## src/rtl/inverse_clarke_seq.sv

```systemverilog
// Inverse Clarke transform alpha/beta -> a/b/c (signed Q15), one shared multiply, one sample in flight.
// Latency: out_valid rises 2 edges after accept; in_ready only in IDLE, result held until out_ready.
// Optional: define INV_CLARKE_SAT_EN to clamp b/c and report sat_flag; otherwise b/c wrap and sat_flag=0.
module inverse_clarke_seq #(
  parameter int DATA_W = 16,
  parameter int K_S3_2 = 28378
) (
  input  logic                     clk,
  input  logic                     rst,
  input  logic                     in_valid,
  output logic                     in_ready,
  input  logic signed [DATA_W-1:0] v_alpha,
  input  logic signed [DATA_W-1:0] v_beta,
  output logic                     out_valid,
  input  logic                     out_ready,
  output logic signed [DATA_W-1:0] v_a,
  output logic signed [DATA_W-1:0] v_b,
  output logic signed [DATA_W-1:0] v_c,
  output logic                     sat_flag
);

  localparam int PW = 2 * DATA_W;
  localparam int IW = DATA_W + 2;

  localparam logic signed [PW-1:0] K_C = PW'(K_S3_2);
  localparam logic signed [PW-1:0] RND =
    {{(PW-DATA_W+1){1'b0}}, 1'b1, {(DATA_W-2){1'b0}}};
  localparam logic signed [IW-1:0] MAX_V = {3'b000, {(DATA_W-1){1'b1}}};
  localparam logic signed [IW-1:0] MIN_V = ~MAX_V;

  typedef enum logic [1:0] {
    IDLE = 2'd0,
    MUL  = 2'd1,
    SUM  = 2'd2,
    HOLD = 2'd3
  } state_t;

  state_t                   state_q, state_d;
  logic signed [DATA_W-1:0] alpha_q, alpha_d;
  logic signed [DATA_W-1:0] beta_q, beta_d;
  logic signed [PW-1:0]     p_q, p_d;
  logic signed [DATA_W-1:0] va_q, va_d;
  logic signed [DATA_W-1:0] vb_q, vb_d;
  logic signed [DATA_W-1:0] vc_q, vc_d;

  logic signed [PW-1:0]     beta_ext;
  logic signed [IW-1:0]     alpha_ext;
  logic signed [IW-1:0]     h_s;
  logic signed [IW-1:0]     k_s;
  logic signed [IW-1:0]     b_s;
  logic signed [IW-1:0]     c_s;
  logic signed [DATA_W-1:0] b_o;
  logic signed [DATA_W-1:0] c_o;

`ifdef INV_CLARKE_SAT_EN
  logic sat_q, sat_d;
  logic b_hi, b_lo, c_hi, c_lo;
`endif

  // Datapath: intermediates carry two guard bits so b/c overflow is visible before clamp/wrap.
  always_comb begin
    beta_ext  = {{(PW-DATA_W){beta_q[DATA_W-1]}}, beta_q};
    alpha_ext = {{2{alpha_q[DATA_W-1]}}, alpha_q};
    h_s       = alpha_ext >>> 1;
    k_s       = IW'((p_q + RND) >>> (DATA_W-1));
    b_s       = k_s - h_s;
    c_s       = -h_s - k_s;
`ifdef INV_CLARKE_SAT_EN
    b_hi = (b_s > MAX_V);
    b_lo = (b_s < MIN_V);
    c_hi = (c_s > MAX_V);
    c_lo = (c_s < MIN_V);
    b_o  = b_hi ? DATA_W'(MAX_V) : (b_lo ? DATA_W'(MIN_V) : DATA_W'(b_s));
    c_o  = c_hi ? DATA_W'(MAX_V) : (c_lo ? DATA_W'(MIN_V) : DATA_W'(c_s));
`else
    b_o = DATA_W'(b_s);
    c_o = DATA_W'(c_s);
`endif
  end

  always_comb begin
    state_d = state_q;
    alpha_d = alpha_q;
    beta_d  = beta_q;
    p_d     = p_q;
    va_d    = va_q;
    vb_d    = vb_q;
    vc_d    = vc_q;
`ifdef INV_CLARKE_SAT_EN
    sat_d   = sat_q;
`endif
    case (state_q)
      IDLE: begin
        if (in_valid) begin
          alpha_d = v_alpha;
          beta_d  = v_beta;
          state_d = MUL;
        end
      end
      MUL: begin
        p_d     = beta_ext * K_C;
        state_d = SUM;
      end
      SUM: begin
        va_d    = alpha_q;
        vb_d    = b_o;
        vc_d    = c_o;
`ifdef INV_CLARKE_SAT_EN
        sat_d   = b_hi | b_lo | c_hi | c_lo;
`endif
        state_d = HOLD;
      end
      HOLD: begin
        if (out_ready) begin
          state_d = IDLE;
        end
      end
      default: state_d = IDLE;
    endcase
  end

  always_ff @(posedge clk) begin
    if (rst) begin
      state_q <= IDLE;
      alpha_q <= '0;
      beta_q  <= '0;
      p_q     <= '0;
      va_q    <= '0;
      vb_q    <= '0;
      vc_q    <= '0;
`ifdef INV_CLARKE_SAT_EN
      sat_q   <= 1'b0;
`endif
    end else begin
      state_q <= state_d;
      alpha_q <= alpha_d;
      beta_q  <= beta_d;
      p_q     <= p_d;
      va_q    <= va_d;
      vb_q    <= vb_d;
      vc_q    <= vc_d;
`ifdef INV_CLARKE_SAT_EN
      sat_q   <= sat_d;
`endif
    end
  end

  assign in_ready  = (state_q == IDLE);
  assign out_valid = (state_q == HOLD);
  assign v_a       = va_q;
  assign v_b       = vb_q;
  assign v_c       = vc_q;
`ifdef INV_CLARKE_SAT_EN
  assign sat_flag  = sat_q;
`else
  assign sat_flag  = 1'b0;
`endif

endmodule

```

## config.mk

```make
export PLATFORM = sky130hd
export DESIGN_NAME = inverse_clarke_seq
export DESIGN_NICKNAME = d
export VERILOG_FILES = /design/src/rtl/inverse_clarke_seq.sv
export SDC_FILE = /design/constraint.sdc
export NUM_CORES = 1
export LEC_CHECK = 0
export BUFFER_PORTS_ARGS = -buffer_cell sky130_fd_sc_hd__buf_2
export CORE_MARGIN = 10
export CORE_UTILIZATION = 30
export DETAILED_ROUTE_END_ITERATION = 12
export HOLD_SLACK_MARGIN = 0.15
export PLACE_DENSITY = 0.47
export REMOVE_ABC_BUFFERS = 1
export SETUP_SLACK_MARGIN = 0.02
export SLEW_MARGIN = 25
export SYNTH_ARGS = -nofsm -noshare
export SYNTH_HDL_FRONTEND = slang
export SYNTH_SLANG_ARGS = --single-unit
```

## constraint.sdc

```tcl
create_clock -name clk -period 6.2 [get_ports clk]
set_clock_uncertainty 0.2 [all_clocks]
set_input_delay 1.24 -clock clk [delete_from_list [all_inputs] [get_ports clk]]
set_output_delay 1.24 -clock clk [all_outputs]
set_load 0.01 [all_outputs]
```

# After elaboration in Yosys (flattened, before gate mapping)
# Index checks and enable logic that the tools add are counted.
# classes
addsub	4
multipliers	1
n_eq_ne	5
muxes	3
n_reduce_logical	3
# ops
cell	n
$add A31 B16 Y31 const B	1
$mul A16 B15 Y30 const B	1
$neg A15 Y16	1
$sub A16 B15 Y16	1
$sub A16 B16 Y16	1
$pmux W2 S4	1
$eq A2 B2 Y1 const B	2
$mux W2	2
$reduce_and A2 Y1	2
$eq A2 B1 Y1 const B	1
$logic_not A2 Y1	1
$ne A2 B1 Y1 const B	1
$ne A2 B2 Y1 const B	1
# word_totals
register_bits	112
inputBits	36
out_inout_bits	51
elab_cells	23

# Depth between registers and ports, before layout
# depth
depth_word	3
mapped_depth	21
ltp_nobuf	20

# Worst setup path before layout
# OpenSTA, ideal clock, no wires.
# synth_timing
path_kind	flip-flop to flip-flop
start	register beta_q[15]
end	register p_q[29]
setup_time_ns	0.117
arrival_time_ns	5.578
required_time_ns	5.883
setup_slack_ns	0.305
path_stages_with_launch	18
path_buffers	0
synth_period_minus_slack_ns	5.895
path_cell_list	dfxtp_1 ha_1 fa_1 inv_1 fa_1 fa_1 fa_1 inv_1 fa_1 inv_1 ha_1 a21o_1 o21bai_1 a311o_1 a211oi_2 nor3_1 or3_1 a32o_1
# synth_between
elab_chain_len	1
# synth_lines
item	line	text
start: declaration	40	logic signed [DATA_W-1:0] beta_q, beta_d;
start signal: assignment	137	beta_q <= beta_d;
$mul A16 B15 Y30	101	p_d = beta_ext * K_C;
end signal: assignment	138	p_q <= p_d;
end: declaration	41	logic signed [PW-1:0] p_q, p_d;
# Every way passes these cells.
# A chain may end at the register's enable or synchronous reset.

# Worst setup path after layout
# layout_timing
start	register beta_q[7]
end	register p_q[28]
# Same word-level chain as after synthesis.

==> flow_summary.toml <==
[run_status]
status = "complete, no violations"

[global_route]
grt_pass1_vias = 8386
grt_max_degree = 62
grt_use_total_pct = 12.68
grt_remaining_overflow = 0
grt_pass1_wl_um = 44700
antenna_found_initial = 1

[synthesis]
async_flop_share_pct = 0
synth.avg_cell_area_um2 = 8.837
synthCells = 1200
yosysTopAreaCell = "fa_1"
ys.flop_type = "dfxtp_1"
synth-seq-cells = 98
yosysSeqAreaShare_pct = 18.50
syn_area_um2 = 10600
synth.area.top_cells = "fa_1, dfxtp_1, ha_1"
synth_top_area_share_pct = 22.09
yosys_warnings = 0
yosys.cell_types.count = 65
synth-edff-count = 0

[critical_path]
crit_slowest_cell = "fa_1"
critPathKind = "reg -> reg"
path_cells = "ha_1, inv_1, fa_1, inv_1, fa_1, fa_1, fa_1, inv_1, fa_1, inv_1, ha_1, nand3_1, or2_4, o311ai_4, nor3_1, o31ai_1, xnor2_1, o21ai_0"
cp-start-kind = "register"
cp_common_cell = "fa_1"
critPathMaxStageDelay_ns = 0.55
worstPathRequired_ns = 6.25
worstPathArrival_ns = 5.88
cp_max_fo = 5
critical-path-top-delay-family = "adder cells"
crit_buf_inv = 4
cp-end-kind = "register"

[timing]
finalHoldViolations = 0
setup_viol = 0
fmax_mhz = 171.7
rsz0062_at_grt = "false"
slew_viol_final = 0
post-route-period-util_pct = 93.95
setup_tns_ns = 0
worst_slew_pin_slew_ns = 0.8267
layout_min_cycle_time_ns = 5.825
slew_headroom_pct = 44.68

[floorplan]
start_util_pct = 30.55
core_region_area_um2 = 34710
die_w_um = 208.0
core.rowCount = 68
io_pins = 87
die_h_um = 208.0
fp.dieArea_um2 = 43270

[cts]
cts_buffers = 9
hold_buffers = 0
insertion_delay_ns = 0.38
clock-sinks = 98
h-tree-depth = 3
cts_buffer_depth = 2
cts_tree = "done"
cts-root-buf = "clkbuf_16"
cts.clk_slew.worst_paths_ns = 0.08

[cells_and_area]
fill_cells = 3690
num_antenna_cells = 0
multi_input_area_um2 = 7565
synthToLayoutAreaGrowth_pct = 11.59
nNetsFinal = 1569
regArea_um2 = 1962
layout-drive-gt1-share_pct = 9.614

[placed_design]
portBuffers = 85
gp_congestion = 0.8343
dp_hpwl_um = 22290

[route]
first_iter_violations = 244
wl_per_cell_um = 15.50
drt_wl_total_um = 26730
num_vias = 7781
routed_via_density = 4.513
drc_errors = 0
ant_nets = 0
firstDrtPassIters = 4

[hold_path]
worstHoldPathType = "reg -> reg"

[run]
maxCapViolCount = 0
-- Yosys cell counts, types with 8 or more instances --
| cell type | number |
|---|---|
| mux2i_1 | 31 |
| ha_1 | 152 |
| nor2b_1 | 11 |
| o21ai_0 | 25 |
| xor2_1 | 17 |
| a31oi_1 | 8 |
| inv_1 | 251 |
| nor2_1 | 66 |
| nand2b_1 | 8 |
| a21oi_1 | 65 |
| a21o_1 | 22 |
| nand2_1 | 94 |
| fa_1 | 117 |
| dfxtp_1 | 98 |
| nand3_1 | 24 |
| xnor2_1 | 40 |
| nand4_1 | 15 |
| clkbuf_1 | 28 |
| nor3_1 | 20 |
| o22ai_1 | 8 |
-- cells in the final DEF, fill, tap and decap left out, types with 3 or more instances in the layout --
cell type and n:
buf_2 84, o21a_1 5, ha_1 151, nor3_1 19, a311oi_1 3, nor2_1 66
a211o_1 3, nor2b_1 11, or4b_2 3, and4_1 3, a21oi_1 64, inv_6 3
nand2b_1 8, xnor2_1 40, a211oi_1 6, clkbuf_16 9, and3_1 6, nor3b_1 4
mux2i_1 31, buf_4 7, a31oi_1 8, o31ai_1 3, o311ai_0 5, o21bai_1 5
nand2_1 94, nor4_1 3, inv_1 251, nand4_1 15, xor2_1 17, o22ai_1 8
fa_1 117, o21ai_0 25, a21o_1 22, dfxtp_1 98, nand3_1 24
-- final timing paths --
check                   from         end  slack, ns  cells after the start
setup / recovery   beta_q[7]     p_q[28]       0.37                     18
hold reg to reg   alpha_q[0]  alpha_q[0]       0.26                      2
setup reg to reg   beta_q[7]     p_q[28]       0.37                     18
hold / removal    alpha_q[0]  alpha_q[0]       0.26                      2
-- registers in the layout, summed over array words and instances, names as in the netlist --
signal,count
alpha_q,16
beta_q,16
p_q,17
state_q,2
v_a,16
v_b,15
v_c,16
-- stage by stage --
step           setup WS (ns)  cells  hold slack, ns  util (%)  area, um^2
2_1_floorplan         0.3046   1162          0.2300         -       10450
3_3_place_gp          0.4259   1708          0.2483     33.15       11510
3_5_place_dp          0.3539   1708          0.2502     33.15       11510
4_1_cts               0.3289   1724          0.2616     34.06       11820
5_1_grt              0.02257   1724          0.2845     34.09       11830
6_report              0.3749   1724          0.2590     34.09       11830
-- cell families (layout without fill, tap and decap cells) --
kind of cell             count (synthesis)  in the layout  synth area share (%)
flip-flops                              98             98                 18.50
multiplexers                            32             32                 3.032
AO/OA/AOI/OAI                          186            186                 11.52
buffers and inverters                  290            359                 10.37
adder cells (fa/ha/maj)                269            269                 40.02
AND/OR/NAND/NOR                        267            267                 11.81
XOR/XNOR                                57             57                 4.708
other                                    1              1               0.03536
-- area by class of cell --
type                    instances  area share [%]
multi-input cells             812           63.93
flip-flops and latches         98           16.58
inverters                     252           7.994
well taps                     455           4.811
repair buffers                 91           3.997
clock buffers                   9           1.903
clock inverters                 7          0.7825
-- repair_timing --
action	CTS	global route
hold endpoints to repair	0	0
gates resized for setup	0	2
setup buffers	0	0
endpoints found under the setup margin	0	1
-- per-layer routing --
layer	vias up	GRT usage, %	share of wire, %
li1	4021	-	-
met2	82	21.83	48
met1	3662	16.02	48
met3	16	2.471	3.0
met4	0	2.740	1.3
met5	-	0	0
-- worst reg2reg max path: cells and delay by family (launching register included) --
family / cells / cell delay [ns]
AO/OA/AOI/OAI: 3 / 0.73
adder cells (fa/ha/maj): 7 / 3.35
buffers and inverters: 4 / 0.25
flip-flops: 1 / 0.38
XOR/XNOR: 1 / 0.18
AND/OR/NAND/NOR: 3 / 0.62
Power is left out: the tool's default activity adds up to more than one toggle a clock period on the data nets, which glitch-free logic cannot reach.
